**src/rtl/uart_rx_fifo_if.sv**
```systemverilog
// Handshake bundle between the UART receive FIFO and its producer/consumer.
// almost_full exists only when UART_RX_FIFO_AFULL_EN is defined.
interface uart_rx_fifo_if #(
  parameter int DEPTH_LOG2 = 4
);
  logic [7:0]          rx_data;
  logic                rx_done;
  logic                rd_en;
  logic                ovf_clr;
  logic [7:0]          rd_data;
  logic                empty;
  logic                full;
  logic                overflow;
  logic [DEPTH_LOG2:0] count;
`ifdef UART_RX_FIFO_AFULL_EN
  logic                almost_full;
`endif

  modport master (
    output rx_data, rx_done, rd_en, ovf_clr,
    input  rd_data, empty, full, overflow, count
`ifdef UART_RX_FIFO_AFULL_EN
    , input almost_full
`endif
  );

  modport slave (
    input  rx_data, rx_done, rd_en, ovf_clr,
    output rd_data, empty, full, overflow, count
`ifdef UART_RX_FIFO_AFULL_EN
    , output almost_full
`endif
  );
endinterface

```
**src/rtl/uart_rx_fifo.sv**
```systemverilog
// Circular FWFT byte buffer behind the UART receiver with sticky overflow.
// Optional registered almost_full flag enabled by UART_RX_FIFO_AFULL_EN.
module uart_rx_fifo #(
  parameter int DEPTH_LOG2  = 4,
  parameter int AFULL_LEVEL = 12
) (
  input logic          clk,
  input logic          rst,
  uart_rx_fifo_if.slave bus
);
  localparam int DEPTH = 1 << DEPTH_LOG2;

  typedef logic [DEPTH_LOG2-1:0] ptr_t;
  typedef logic [DEPTH_LOG2:0]   cnt_t;

  localparam ptr_t PTR_ONE  = ptr_t'(1);
  localparam cnt_t CNT_ONE  = cnt_t'(1);
  localparam cnt_t CNT_FULL = cnt_t'(DEPTH);

  logic [7:0] mem_q [DEPTH];
  ptr_t       wr_ptr_q, wr_ptr_d;
  ptr_t       rd_ptr_q, rd_ptr_d;
  cnt_t       count_q,  count_d;
  logic       overflow_q, overflow_d;
  logic       empty, full, push_ok, pop_ok, drop;

  assign empty = (count_q == '0);
  assign full  = (count_q == CNT_FULL);

  // A pop in the same cycle frees the slot a push into a full buffer needs.
  assign pop_ok  = bus.rd_en && !empty;
  assign push_ok = bus.rx_done && (!full || pop_ok);
  assign drop    = bus.rx_done && !push_ok;

  // NOTE: every output of a combinational block gets a default first so no path leaves it unassigned (no latch).
  always_comb begin
    wr_ptr_d   = wr_ptr_q;
    rd_ptr_d   = rd_ptr_q;
    count_d    = count_q;
    overflow_d = overflow_q;
    if (push_ok) wr_ptr_d = wr_ptr_q + PTR_ONE;
    if (pop_ok)  rd_ptr_d = rd_ptr_q + PTR_ONE;
    unique case ({push_ok, pop_ok})
      2'b10:   count_d = count_q + CNT_ONE;
      2'b01:   count_d = count_q - CNT_ONE;
      default: count_d = count_q;
    endcase
    if (drop)             overflow_d = 1'b1;
    else if (bus.ovf_clr) overflow_d = 1'b0;
  end

  always_ff @(posedge clk or posedge rst) begin
    if (rst) begin
      wr_ptr_q   <= '0;
      rd_ptr_q   <= '0;
      count_q    <= '0;
      overflow_q <= 1'b0;
    end else begin
      wr_ptr_q   <= wr_ptr_d;
      rd_ptr_q   <= rd_ptr_d;
      count_q    <= count_d;
      overflow_q <= overflow_d;
    end
  end

  // NOTE: storage is deliberately left out of reset; empty gates rd_data so stale contents never leak.
  always_ff @(posedge clk) begin
    if (push_ok) mem_q[wr_ptr_q] <= bus.rx_data;
  end

  assign bus.rd_data  = empty ? 8'h00 : mem_q[rd_ptr_q];
  assign bus.empty    = empty;
  assign bus.full     = full;
  assign bus.count    = count_q;
  assign bus.overflow = overflow_q;

`ifdef UART_RX_FIFO_AFULL_EN
  localparam cnt_t AFULL_CNT = cnt_t'(AFULL_LEVEL);
  logic afull_q;

  // Computed from count_d so the flag changes on the same edge as count.
  always_ff @(posedge clk or posedge rst) begin
    if (rst) afull_q <= 1'b0;
    else     afull_q <= (count_d >= AFULL_CNT);
  end

  assign bus.almost_full = afull_q;
`endif
endmodule

```
**src/flat_wrapper.sv**
```systemverilog
// flat-port wrapper written by rule: the top's interface ports become plain ports
module uart_rx_fifo_flat 
#(
  parameter int DEPTH_LOG2  = 4,
  parameter int AFULL_LEVEL = 12
)
  (clk, rst, bus_rx_data, bus_rx_done, bus_rd_en, bus_ovf_clr, bus_rd_data, bus_empty, bus_full, bus_overflow, bus_count);
  uart_rx_fifo_if #(.DEPTH_LOG2(DEPTH_LOG2)) bus_i ();
  input logic clk;
  input logic rst;
  input wire logic [$bits(bus_i.rx_data)-1:0] bus_rx_data;
  input wire logic [$bits(bus_i.rx_done)-1:0] bus_rx_done;
  input wire logic [$bits(bus_i.rd_en)-1:0] bus_rd_en;
  input wire logic [$bits(bus_i.ovf_clr)-1:0] bus_ovf_clr;
  output wire logic [$bits(bus_i.rd_data)-1:0] bus_rd_data;
  output wire logic [$bits(bus_i.empty)-1:0] bus_empty;
  output wire logic [$bits(bus_i.full)-1:0] bus_full;
  output wire logic [$bits(bus_i.overflow)-1:0] bus_overflow;
  output wire logic [$bits(bus_i.count)-1:0] bus_count;
  assign bus_i.rx_data = bus_rx_data;
  assign bus_i.rx_done = bus_rx_done;
  assign bus_i.rd_en = bus_rd_en;
  assign bus_i.ovf_clr = bus_ovf_clr;
  assign bus_rd_data = bus_i.rd_data;
  assign bus_empty = bus_i.empty;
  assign bus_full = bus_i.full;
  assign bus_overflow = bus_i.overflow;
  assign bus_count = bus_i.count;
  uart_rx_fifo #(.DEPTH_LOG2(DEPTH_LOG2), .AFULL_LEVEL(AFULL_LEVEL)) u_core (.clk(clk), .rst(rst), .bus(bus_i));
endmodule
```
**config.mk**
```make
export PLATFORM = sky130hd
export DESIGN_NAME = uart_rx_fifo_flat
export DESIGN_NICKNAME = d
export VERILOG_FILES = /design/src/rtl/uart_rx_fifo_if.sv /design/src/rtl/uart_rx_fifo.sv /design/src/flat_wrapper.sv
export SDC_FILE = /design/constraint.sdc
export NUM_CORES = 1
export LEC_CHECK = 0
export CAP_MARGIN = 20
export CORE_MARGIN = 1.5
export CORE_UTILIZATION = 45
export CTS_BUF_LIST = sky130_fd_sc_hd__clkbuf_4 sky130_fd_sc_hd__clkbuf_8 sky130_fd_sc_hd__clkbuf_16
export DETAILED_ROUTE_END_ITERATION = 8
export GPL_TIMING_DRIVEN = 0
export PLACE_DENSITY_LB_ADDON = 0.2
export SYNTH_ARGS = -nofsm -noshare
export SYNTH_HDL_FRONTEND = slang
export SYNTH_SLANG_ARGS = --single-unit
```
**constraint.sdc**
```tcl
create_clock -name clk -period 6.7 [get_ports clk]
set_clock_uncertainty 0.2 [all_clocks]
set_input_delay 1.34 -clock clk [delete_from_list [all_inputs] [get_ports clk]]
set_output_delay 1.34 -clock clk [all_outputs]
set_load 0.02 [all_outputs]
```
### After elaboration in Yosys (flattened, before gate mapping)

Memories as Yosys holds them, arrays and structs flattened.
Index checks and enable logic that the tools add are counted.

* eq/ne operators: 3
* $add $sub $neg: 4
* muxes and demuxes: 6
* reductions and logical operators: 10

Operators by type and width (number)
* $pmux 5 s2: 1
* $add 4x1->4 const B: 2
* $mux 8: 1
* $add 5x1->5 const B: 1
* $eq 5x5->1 const B: 1
* $logic_not 5->1: 1
* $sub 5x1->5 const B: 1
* $mux 1: 4
* $reduce_bool 2->1: 2
* $logic_and 1x1->1: 3
* $logic_not 1->1: 3
* $eq 2x1->1 const B: 1
* $eq 2x2->1 const B: 1
* $logic_or 1x1->1: 1

* RAM bits: 128
* input port bits: 13
* register bits after elaboration: 14
* memories kept: 1
* logic and storage cells: 28
* output and inout port bits: 16

Memory list
* u_core.mem_q: depth 16, width 8, rd ports 1, clocked after memory_dff 0, wr ports 1, RTL line uart_rx_fifo.sv:20 `logic [7:0] mem_q [DEPTH];`

### Logic depth before layout (Yosys ltp)

Gate-level depths: netlist (run 1).

* word-level depth: 8
* mapped depth: 9

### Least setup slack after synthesis (run 1)

OpenSTA, ideal clock, no wires.

* path type: input port to flip-flop
* start: input bus_rx_done
* end: register u_core.count_q[4], in the netlist u_core.bus.count[4]
* library setup time: 0.124 ns
* slack: 3.304 ns
* arrival: 3.072 ns
* stages on the path: 7
* required time: 6.376 ns
* cell sequence: nand2b_1 -> nor2_1 -> ha_1 -> a21o_1 -> a21oi_1 -> mux2_2 -> a211o_1

* word-level cells in the longest chain between the ends: 3
* elaborated cells on any way between the ends: 5
* classes of those cells: eq/ne (2); mux (1); reduce/logical (2)

RTL lines
* start, declared: RTL line flat_wrapper.sv:12 `input wire logic [$bits(bus_i.rx_done)-1:0] bus_rx_done;`
* $logic_and 1x1->1 (*): RTL line uart_rx_fifo.sv:32 `assign push_ok = bus.rx_done && (!full || pop_ok);`
* $eq 2x1->1 or $eq 2x2->1 (tied branches): RTL line uart_rx_fifo.sv:43 `unique case ({push_ok, pop_ok})`
* $pmux 5 s2 or $reduce_bool 2->1 (tied branches)
* end signal, assigned: RTL line uart_rx_fifo.sv:61 `count_q <= count_d;`
* end, declared: RTL line uart_rx_fifo.sv:23 `cnt_t count_q, count_d;`

Every way passes the cells marked *; elsewhere a longest branch is shown, timed or not.
A chain may end at the register's enable or synchronous reset.

### Final worst setup path (run 1)

* start: register u_core.rd_ptr_q[3]
* end: output bus_rd_data[6]

* word-level cells in the longest chain between the ends: 2

RTL lines
* start, declared: RTL line uart_rx_fifo.sv:22 `ptr_t rd_ptr_q, rd_ptr_d;`
* start signal, assigned: RTL line uart_rx_fifo.sv:60 `rd_ptr_q <= rd_ptr_d;`
* $mem_v2 16x8
* $mux 8: RTL line uart_rx_fifo.sv:71 `assign bus.rd_data = empty ? 8'h00 : mem_q[rd_ptr_q];`
* end, declared: RTL line flat_wrapper.sv:15 `output wire logic [$bits(bus_i.rd_data)-1:0] bus_rd_data;`

Every way passes these cells.

==> results.cfg, run 1 <==
[floorplanning]
fp.dieW_um = 117
core_area_um2 = 12700
ioPinCount = 29
num_rows = 41
start_util = 0.462
die_h_um = 117
dieArea_um2 = 13700

[flow_run]
maxCapViolCount = 0

[place]
numPlacedInstances = 503
hpwl_mm = 7.22
gp_congestion = 0.799
port_buffers = 28

[clock_network]
clock_path_buffers = 2
numCtsBuffers = 17
ctsResizeCount = 0
insertion_delay_ns = 0.41
cts_setup_buffers = 0
clkTransAtPathRegs_ns = 0.06
h-tree-depth = 4
postCtsHoldBufs = 0
cts_tree = yes
root_buffer = clkbuf_16
clkSinkCount = 142

[final_layout]
area_growth_pct = 19.1
layout.cells.non_filler = 535
drive_above_1_share = 0.220
antenna_cells = 0
fillers = 1014
nNetsFinal = 372
post-route-util = 0.551

[synth]
synth_fp_nets = 323
synth.distinct_cells = 35
synth_edf_count = 128
synth_seq_cells = 142
ys_async_sr_fraction = 0.0986
yosys_warnings = 0
postSynthCellCount = 301
syn_area_um2 = 5860
ys_seq_area_frac = 0.716
synth-main-ff-cell = edfxtp_1
avgSynthCellArea_um2 = 19.5

[grt]
groute.usage.overall = 0.180
grt-ovfl-total = 0
grt_pass1_vias = 2878
grt_pass1_wl_mm = 16.8
grt_max_degree = 17
antenna_found_initial = 0

[timing]
setup_viol = 0
hold_viol = 0
rsz0062_at_grt = false
slew_violations = 0
period_share = 0.667
slew_headroom = 0.381
fin_tns_setup_ns = 0
tightest_slew_ns = 0.925
min_period_ns = 4.47
fmax_ghz = 0.224

[min_path]
hold-path-cell-count = 1
hold_path.class = reg -> reg
min_to = u_core.bus.overflow
hold_start = u_core.bus.overflow

[critical_path]
r2r_end = u_core.bus.count[4]
startpoint_type = register
timing.reg2reg.setup_slack_ns = 3.51
timing.rr.start = u_core.bus.count[0]
crit_type = reg -> out
worstPathArrival_ns = 2.93
cp.required_ns = 5.16
r2r_cells = 9
cp-end-kind = primary output
path_max_fanout = 10

[drt]
dr.first_iter.drc_count = 205
routed_wirelength_mm = 11.1
final_antenna_net_count = 0
drt_first_pass_iters = 4
viasPerCell = 5.32
vias = 2848
detail_route.wl_per_cell_um = 20.8
drc = 0

[outcome]
status = complete, no violations

[power_and_ir_drop]
p_leak_uw = 0.00238
power.density_nw_per_um2 = 453
vdd_drop_max_mv = 0.229
-- flip-flops by register name, indices dropped and copies added, names as in the netlist --
| signal | count |
|---|---|
| u_core.mem_q | 128 |
| u_core.rd_ptr_q | 4 |
| u_core.bus.count | 5 |
| u_core.wr_ptr_q | 4 |
| u_core.bus.overflow | 1 |
-- cell usage after synthesis, types with 2 or more instances --
cell type / count / share of area
edfxtp_1: 128 / 0.66
mux4_2: 25 / 0.096
nor2_1: 15 / 0.0096
dfrtp_1: 14 / 0.060
mux2_2: 11 / 0.021
a21oi_1: 10 / 0.0085
mux2i_1: 9 / 0.015
ha_1: 8 / 0.017
nand2_1: 8 / 0.0051
o21ai_1: 8 / 0.0068
inv_1: 7 / 0.0045
mux4_1: 7 / 0.031
xnor2_1: 7 / 0.010
clkbuf_1: 5 / 0.0032
nand2b_1: 5 / 0.0053
nor3_1: 5 / 0.0043
buf_1: 3 / 0.0019
buf_2: 3 / 0.0026
mux2_1: 3 / 0.0058
a21o_1: 2 / 0.0026
buf_6: 2 / 0.0038
nand3_1: 2 / 0.0017
xor2_1: 2 / 0.0030
-- logic make-up (layout without fill, tap and decap cells) --
logic type | Yosys count | count (layout) | synth area share
DFF | 142 | 142 | 0.716
AOI/OAI and AO/OA | 25 | 25 | 0.0267
and+or+nand+nor | 39 | 39 | 0.0329
xor gates and xnor gates | 9 | 9 | 0.0135
buffers and inverters | 22 | 84 | 0.0207
adders and majority gates | 9 | 9 | 0.0205
muxes | 55 | 55 | 0.170
-- worst max-delay path, cell delays in order, from the launching register on --
cell and delay [ns]:
dfrtp_1 0.33, clkbuf_1 0.33, buf_2 0.42, mux4_2 0.36, mux2_2 0.30, o21ai_1 0.12, a21oi_1 0.08, clkdlybuf4s50_1 0.57
-- layout make-up --
| cell class | count | area, um^2 | share of cell area |
|---|---|---|---|
| Tap cell | 172 | 215 | 0.0308 |
| Buffer | 15 | 95.1 | 0.0136 |
| Sequential cell | 142 | 4190 | 0.601 |
| Inverter | 7 | 26.3 | 0.00377 |
| Multi-Input combinational cell | 137 | 1550 | 0.223 |
| Timing Repair Buffer | 30 | 295 | 0.0423 |
| Clock inverter | 14 | 165 | 0.0237 |
| Clock buffer | 18 | 433 | 0.0621 |
-- cell usage in the layout (no fill, tap or decap), drive strengths merged, types with 2 or more instances in the layout --
master / instances
inv: 10
clkbuf: 23
xnor2: 7
bufinv: 3
nor3: 5
mux2: 14
nor2: 15
a21o: 2
edfxtp: 128
clkinvlp: 3
mux2i: 9
xor2: 2
clkinv: 5
nand3: 2
o21ai: 9
a21oi: 10
mux4: 32
clkdlybuf4s50: 28
nand2b: 5
ha: 8
nand2: 8
buf: 12
dfrtp: 14
-- stage by stage --
step	hold slack, ns	power (uW)	setup slack (ns)	instance area (um^2)
after floorplan	0.374	1880	3.30	5860
after global placement	0.276	2230	2.24	6350
after detailed placement	0.284	2250	2.52	6380
after CTS	0.298	3190	2.20	6980
after global routing	0.313	3310	2.07	6980
final	0.292	3160	2.23	6980
-- how the worst max path moves through the flow --
stage                                  start                  end  depth (start not counted)  slack [ns]
after floorplan                  bus_rx_done  u_core.bus.count[4]                          7        3.30
after global routing      u_core.rd_ptr_q[3]       bus_rd_data[6]                          7        2.07
after CTS                 u_core.rd_ptr_q[3]       bus_rd_data[6]                          7        2.20
final                     u_core.rd_ptr_q[3]       bus_rd_data[6]                          7        2.23
after detailed placement         bus_rx_done  u_core.bus.count[4]                          8        2.52
after global placement             bus_rd_en   u_core.mem_q[3][4]                          5        2.24
-- where the power goes --
part	switching [uW]	leakage, uW	internal [uW]
Sequential	55.8	0.00132	1090
Clock	356	0.000286	589
Combinational	561	0.000769	512
Total	973	0.00238	2190
-- layer usage --
layer  global-route usage  wire [um]  vias up
met3               0.0386        735       19
met4               0.0747        258        0
met2                0.275       5170       74
met1                0.254       4940     1444
met5                    0          0        -
li1                     -          -     1311
Note: power is estimated with default switching activity, not from simulation.
==> run 2, diff against run 1 <==
==> constraint.sdc (replaced) <==
create_clock -name clk -period 4 [get_ports clk]
set_clock_uncertainty 0.2 [all_clocks]
set_input_delay 0.8 -clock clk [delete_from_list [all_inputs] [get_ports clk]]
set_output_delay 0.8 -clock clk [all_outputs]
set_load 0.02 [all_outputs]
==> results.cfg, run 2 (synthesis gave the netlist of run 1 again) <==
[flow_run]
maxCapViolCount = 0

[floorplanning]
core_area_um2 = 12700
die_h_um = 117
dieArea_um2 = 13700
num_rows = 41
start_util = 0.462
ioPinCount = 29
fp.dieW_um = 117

[power_and_ir_drop]
power.total_uw = 5300
vdd_drop_max_mv = 0.385
power.density_nw_per_um2 = 760
p_leak_uw = 0.00238

[place]
hpwl_mm = 7.22
dp_slack_ns = 0.358
gp_congestion = 0.799
numPlacedInstances = 503
port_buffers = 28

[drt]
viasPerCell = 5.37
detail_route.wl_per_cell_um = 20.9
routed_wirelength_mm = 11.2
final_antenna_net_count = 0
drt_first_pass_iters = 4
drc = 0
dr.first_iter.drc_count = 221
vias = 2867

[timing]
setup_slack_ns = 0.0969
setup_viol = 0
rsz0062_at_grt = false
slew_violations = 0
tightest_slew_ns = 0.946
min_period_ns = 3.90
fin_tns_setup_ns = 0
fmax_ghz = 0.256
hold_viol = 0
period_share = 0.976
slew_headroom = 0.367
whs_ns = 0.292

[critical_path]
startpoint_type = register
r2r_end = u_core.bus.count[4]
crit_chain = buf_2 -> buf_1 -> mux4_2 -> mux2i_1 -> a21oi_1 -> clkdlybuf4s50_1
path_max_fanout = 10
r2r_cells = 9
crit_type = reg -> out
worstPathArrival_ns = 2.90
timing.reg2reg.setup_slack_ns = 0.81
cp.required_ns = 3.00
crit_slowest_cell = clkdlybuf4s50_1
crit_start = u_core.rd_ptr_q[1]
cp-endpoint = bus_rd_data[2]
timing.rr.start = u_core.bus.count[0]
cp-end-kind = primary output
cpPeakStageDelay_ns = 0.56

[clock_network]
root_buffer = clkbuf_16
numCtsBuffers = 17
cts_tree = yes
postCtsHoldBufs = 0
h-tree-depth = 4
ctsResizeCount = 0
clkTransAtPathRegs_ns = 0.06
insertion_delay_ns = 0.41
clkSinkCount = 142
cts_setup_buffers = 0
clock_path_buffers = 2

[outcome]
status = complete, no violations

[final_layout]
largest_register_ffs = 128
drive_above_1_share = 0.221
antenna_cells = 0
largest-register = u_core.mem_q
multi_input_area_um2 = 1550
layout.cells.non_filler = 534
ff_latch_area_um2 = 4190
layout_common_cells = edfxtp_1, clkdlybuf4s50_1, mux4_2
fillers = 1014
area_growth_pct = 19.1
final_common_cell = edfxtp_1
nNetsFinal = 371

[grt]
grt_use_met3 = 0.0386
grt_pass1_wl_mm = 16.8
busiest_layer = met2
antenna_found_initial = 0
groute.usage.overall = 0.180
use_met1 = 0.254
grt_pass1_vias = 2878
use_met2 = 0.275
grt-ovfl-total = 0
grt_max_degree = 17

[min_path]
hold-path-cell-count = 1
hold_path.class = reg -> reg
==> run 2: cell count changes in the layout (fill, tap and decap cells not counted) <==
cell | before | now
clkbuf_4 | 1 | 2
buf_2 | 3 | 2
clkbuf_1 | 5 | 4
==> run 2: power breakdown <==
part / total, uW / switching, uW / internal (uW) / leakage [uW]
logic: 1790 / 928 / 857 / 0.000769
registers: 1930 / 107 / 1820 / 0.00132
clock network: 1580 / 598 / 986 / 0.000286
==> run 2: stage by stage <==
| stage | area [um^2] | utilization |
|---|---|---|
| 2_1_floorplan | 5860 | - |
| 3_3_place_gp | 6350 | 0.501 |
| 3_5_place_dp | 6380 | 0.503 |
| 4_1_cts | 6980 | 0.551 |
| 5_1_grt | 6980 | 0.551 |
| 6_report | 6980 | 0.551 |
==> run 2: layout make-up <==
cell class | count | area share
Clock inverter | 14 | 0.0237
Timing Repair Buffer | 30 | 0.0423
Buffer | 14 | 0.0135
Multi-Input combinational cell | 137 | 0.223
Clock buffer | 18 | 0.0621
Tap cell | 172 | 0.0309
Sequential cell | 142 | 0.601
Inverter | 7 | 0.00377
==> run 2: how the worst min path moves through the flow <==
stage / endpoint / startpoint / slack (ns)
2_1_floorplan: u_core.wr_ptr_q[3] / u_core.wr_ptr_q[0] / 0.37
3_3_place_gp: u_core.bus.overflow / u_core.bus.overflow / 0.28
3_5_place_dp: u_core.bus.overflow / u_core.bus.overflow / 0.28
4_1_cts: u_core.bus.overflow / u_core.bus.overflow / 0.30
5_1_grt: u_core.bus.overflow / u_core.bus.overflow / 0.31
6_report: u_core.bus.overflow / u_core.bus.overflow / 0.29
==> run 2: metal layers <==
metal  up-vias  routed length, um
li1       1310                  -
met1      1471               5080
met2        69               5300
met3        17                582
met4         0                191
met5         -                  0
==> run 2: worst max-delay path, delay by kind of cell (launching register included) <==
kind            cells  cell delay, ns
buf+inv             3            1.32
mux                 2            0.70
flops               1            0.35
compound gates      1            0.11
==> run 3, diff against run 2 <==
--- a/config.mk
+++ b/config.mk
@@ -6,7 +6,7 @@
 export NUM_CORES = 1
 export LEC_CHECK = 0
 export CAP_MARGIN = 20
-export CORE_MARGIN = 1.5
+export CORE_MARGIN = 3
 export CORE_UTILIZATION = 45
 export CTS_BUF_LIST = sky130_fd_sc_hd__clkbuf_4 sky130_fd_sc_hd__clkbuf_8 sky130_fd_sc_hd__clkbuf_16
 export DETAILED_ROUTE_END_ITERATION = 8
==> results.cfg, run 3 (synthesis gave the netlist of run 1 again) <==
[critical_path]
crit_chain = buf_6 -> buf_6 -> buf_6 -> mux4_2 -> mux2i_1 -> a21oi_1 -> clkdlybuf4s50_1
cp-end-kind = primary output
timing.reg2reg.setup_slack_ns = 0.78
crit_type = reg -> out
cp.required_ns = 3.00
crit_slowest_cell = clkdlybuf4s50_1
startpoint_type = register
cpPeakStageDelay_ns = 0.57
worstPathArrival_ns = 2.80
path_max_fanout = 10
cpMostUsedCell = buf_6
crit_start = u_core.rd_ptr_q[0]
timing.rr.start = u_core.bus.count[0]

[timing]
rsz0062_at_grt = false
tightest_slew_ns = 0.967
setup_viol = 0
fmax_ghz = 0.263
period_share = 0.950
min_period_ns = 3.80
hold_viol = 0
slew_headroom = 0.353
slew_violations = 0
fin_tns_setup_ns = 0

[drt]
drc = 0
final_antenna_net_count = 0
dr.first_iter.drc_count = 289
viasPerCell = 5.36
drt_first_pass_iters = 6
vias = 2866
detail_route.wl_per_cell_um = 20.9
routed_wirelength_mm = 11.2

[floorplanning]
dieArea_um2 = 14400
fp.dieW_um = 120
num_rows = 41
start_util = 0.462
ioPinCount = 29
die_h_um = 120
core_area_um2 = 12700

[min_path]
hold_start = u_core.bus.overflow
hold_path.class = reg -> reg

[clock_network]
clock_path_buffers = 2
postCtsHoldBufs = 0
clkTransAtPathRegs_ns = 0.06
numCtsBuffers = 17
cts_tree = yes
root_buffer = clkbuf_16
h-tree-depth = 4
clkSinkCount = 142
insertion_delay_ns = 0.41

[final_layout]
final_common_cell = edfxtp_1
ff_latch_area_um2 = 4190
post-route-util = 0.549
nNetsFinal = 373
multi_input_area_um2 = 1540
fillers = 1013
drive_above_1_share = 0.226
area_growth_pct = 18.6
antenna_cells = 0
layout_common_cells = edfxtp_1, clkdlybuf4s50_1, mux4_2
largest_register_ffs = 128
largest-register = u_core.mem_q

[grt]
use_met2 = 0.257
grt_max_degree = 17
grt_pass1_vias = 2959
grt_pass1_wl_mm = 17.4
use_met1 = 0.237
busiest_layer = met2
grt-ovfl-total = 0
antenna_found_initial = 0
groute.usage.overall = 0.170
grt_use_met3 = 0.0500

[power_and_ir_drop]
vdd_drop_max_mv = 0.344
power.total_uw = 5220
power.density_nw_per_um2 = 751
p_leak_uw = 0.00237

[place]
gp_congestion = 0.826
port_buffers = 28
hpwl_mm = 7.47

[outcome]
status = complete, no violations

[flow_run]
maxCapViolCount = 0
==> run 3: metal layers <==
layer | wire length [um] | vias to the layer above
met5 | 0 | -
li1 | - | 1303
met3 | 686 | 16
met4 | 157 | 0
met2 | 5380 | 87
met1 | 4960 | 1460
==> run 3: through the flow <==
stage	std cells	hold WS (ns)	cell area, um^2	setup WS [ns]
final	535	0.305	6950	0.199
after global routing	535	0.358	6950	0.0275
after CTS	536	0.315	6950	0.0376
after detailed placement	505	0.303	6380	0.320
after global placement	501	0.283	6350	0.151
after floorplan	301	0.374	5860	0.841
==> run 3: repair_timing <==
action / in CTS / in global routing
setup endpoints to repair: 0 / 7
gates resized for setup: 0 / 3
buffers inserted: 0 / 0
==> run 3: power breakdown <==
| part | switching, uW | internal [uW] | total [uW] |
|---|---|---|---|
| clock | 568 | 919 | 1490 |
| sequential | 109 | 1820 | 1930 |
| combinational | 935 | 864 | 1800 |
| total | 1610 | 3610 | 5220 |
==> run 3: critical path: cells and delay by family (launching register included) <==
| family | cells | cell delay (ns) |
|---|---|---|
| buffers and inverters | 4 | 1.15 |
| AO/OA/AOI/OAI | 1 | 0.13 |
| flip-flops | 1 | 0.38 |
| multiplexers | 2 | 0.73 |
==> run 3: final timing paths <==
| kind | endpoint | depth (start not counted) |
|---|---|---|
| worst min-delay path | u_core.bus.overflow | 1 |
| worst max-delay path | bus_rd_data[7] | 7 |
| worst min register to register | u_core.bus.overflow | 1 |
| worst max register to register | u_core.bus.count[4] | 9 |
| min in group asynchronous | u_core.bus.count[1] | 2 |
| max in group asynchronous | u_core.wr_ptr_q[3] | 2 |
==> run 3: layout make-up <==
type	instances	area share
clock buffer	19	0.0634
multi-input combinational	137	0.222
buffer	14	0.0142
timing repair buffer	32	0.0446
sequential	142	0.603
tap	172	0.0310
inverter	7	0.00378
clock inverter	12	0.0176
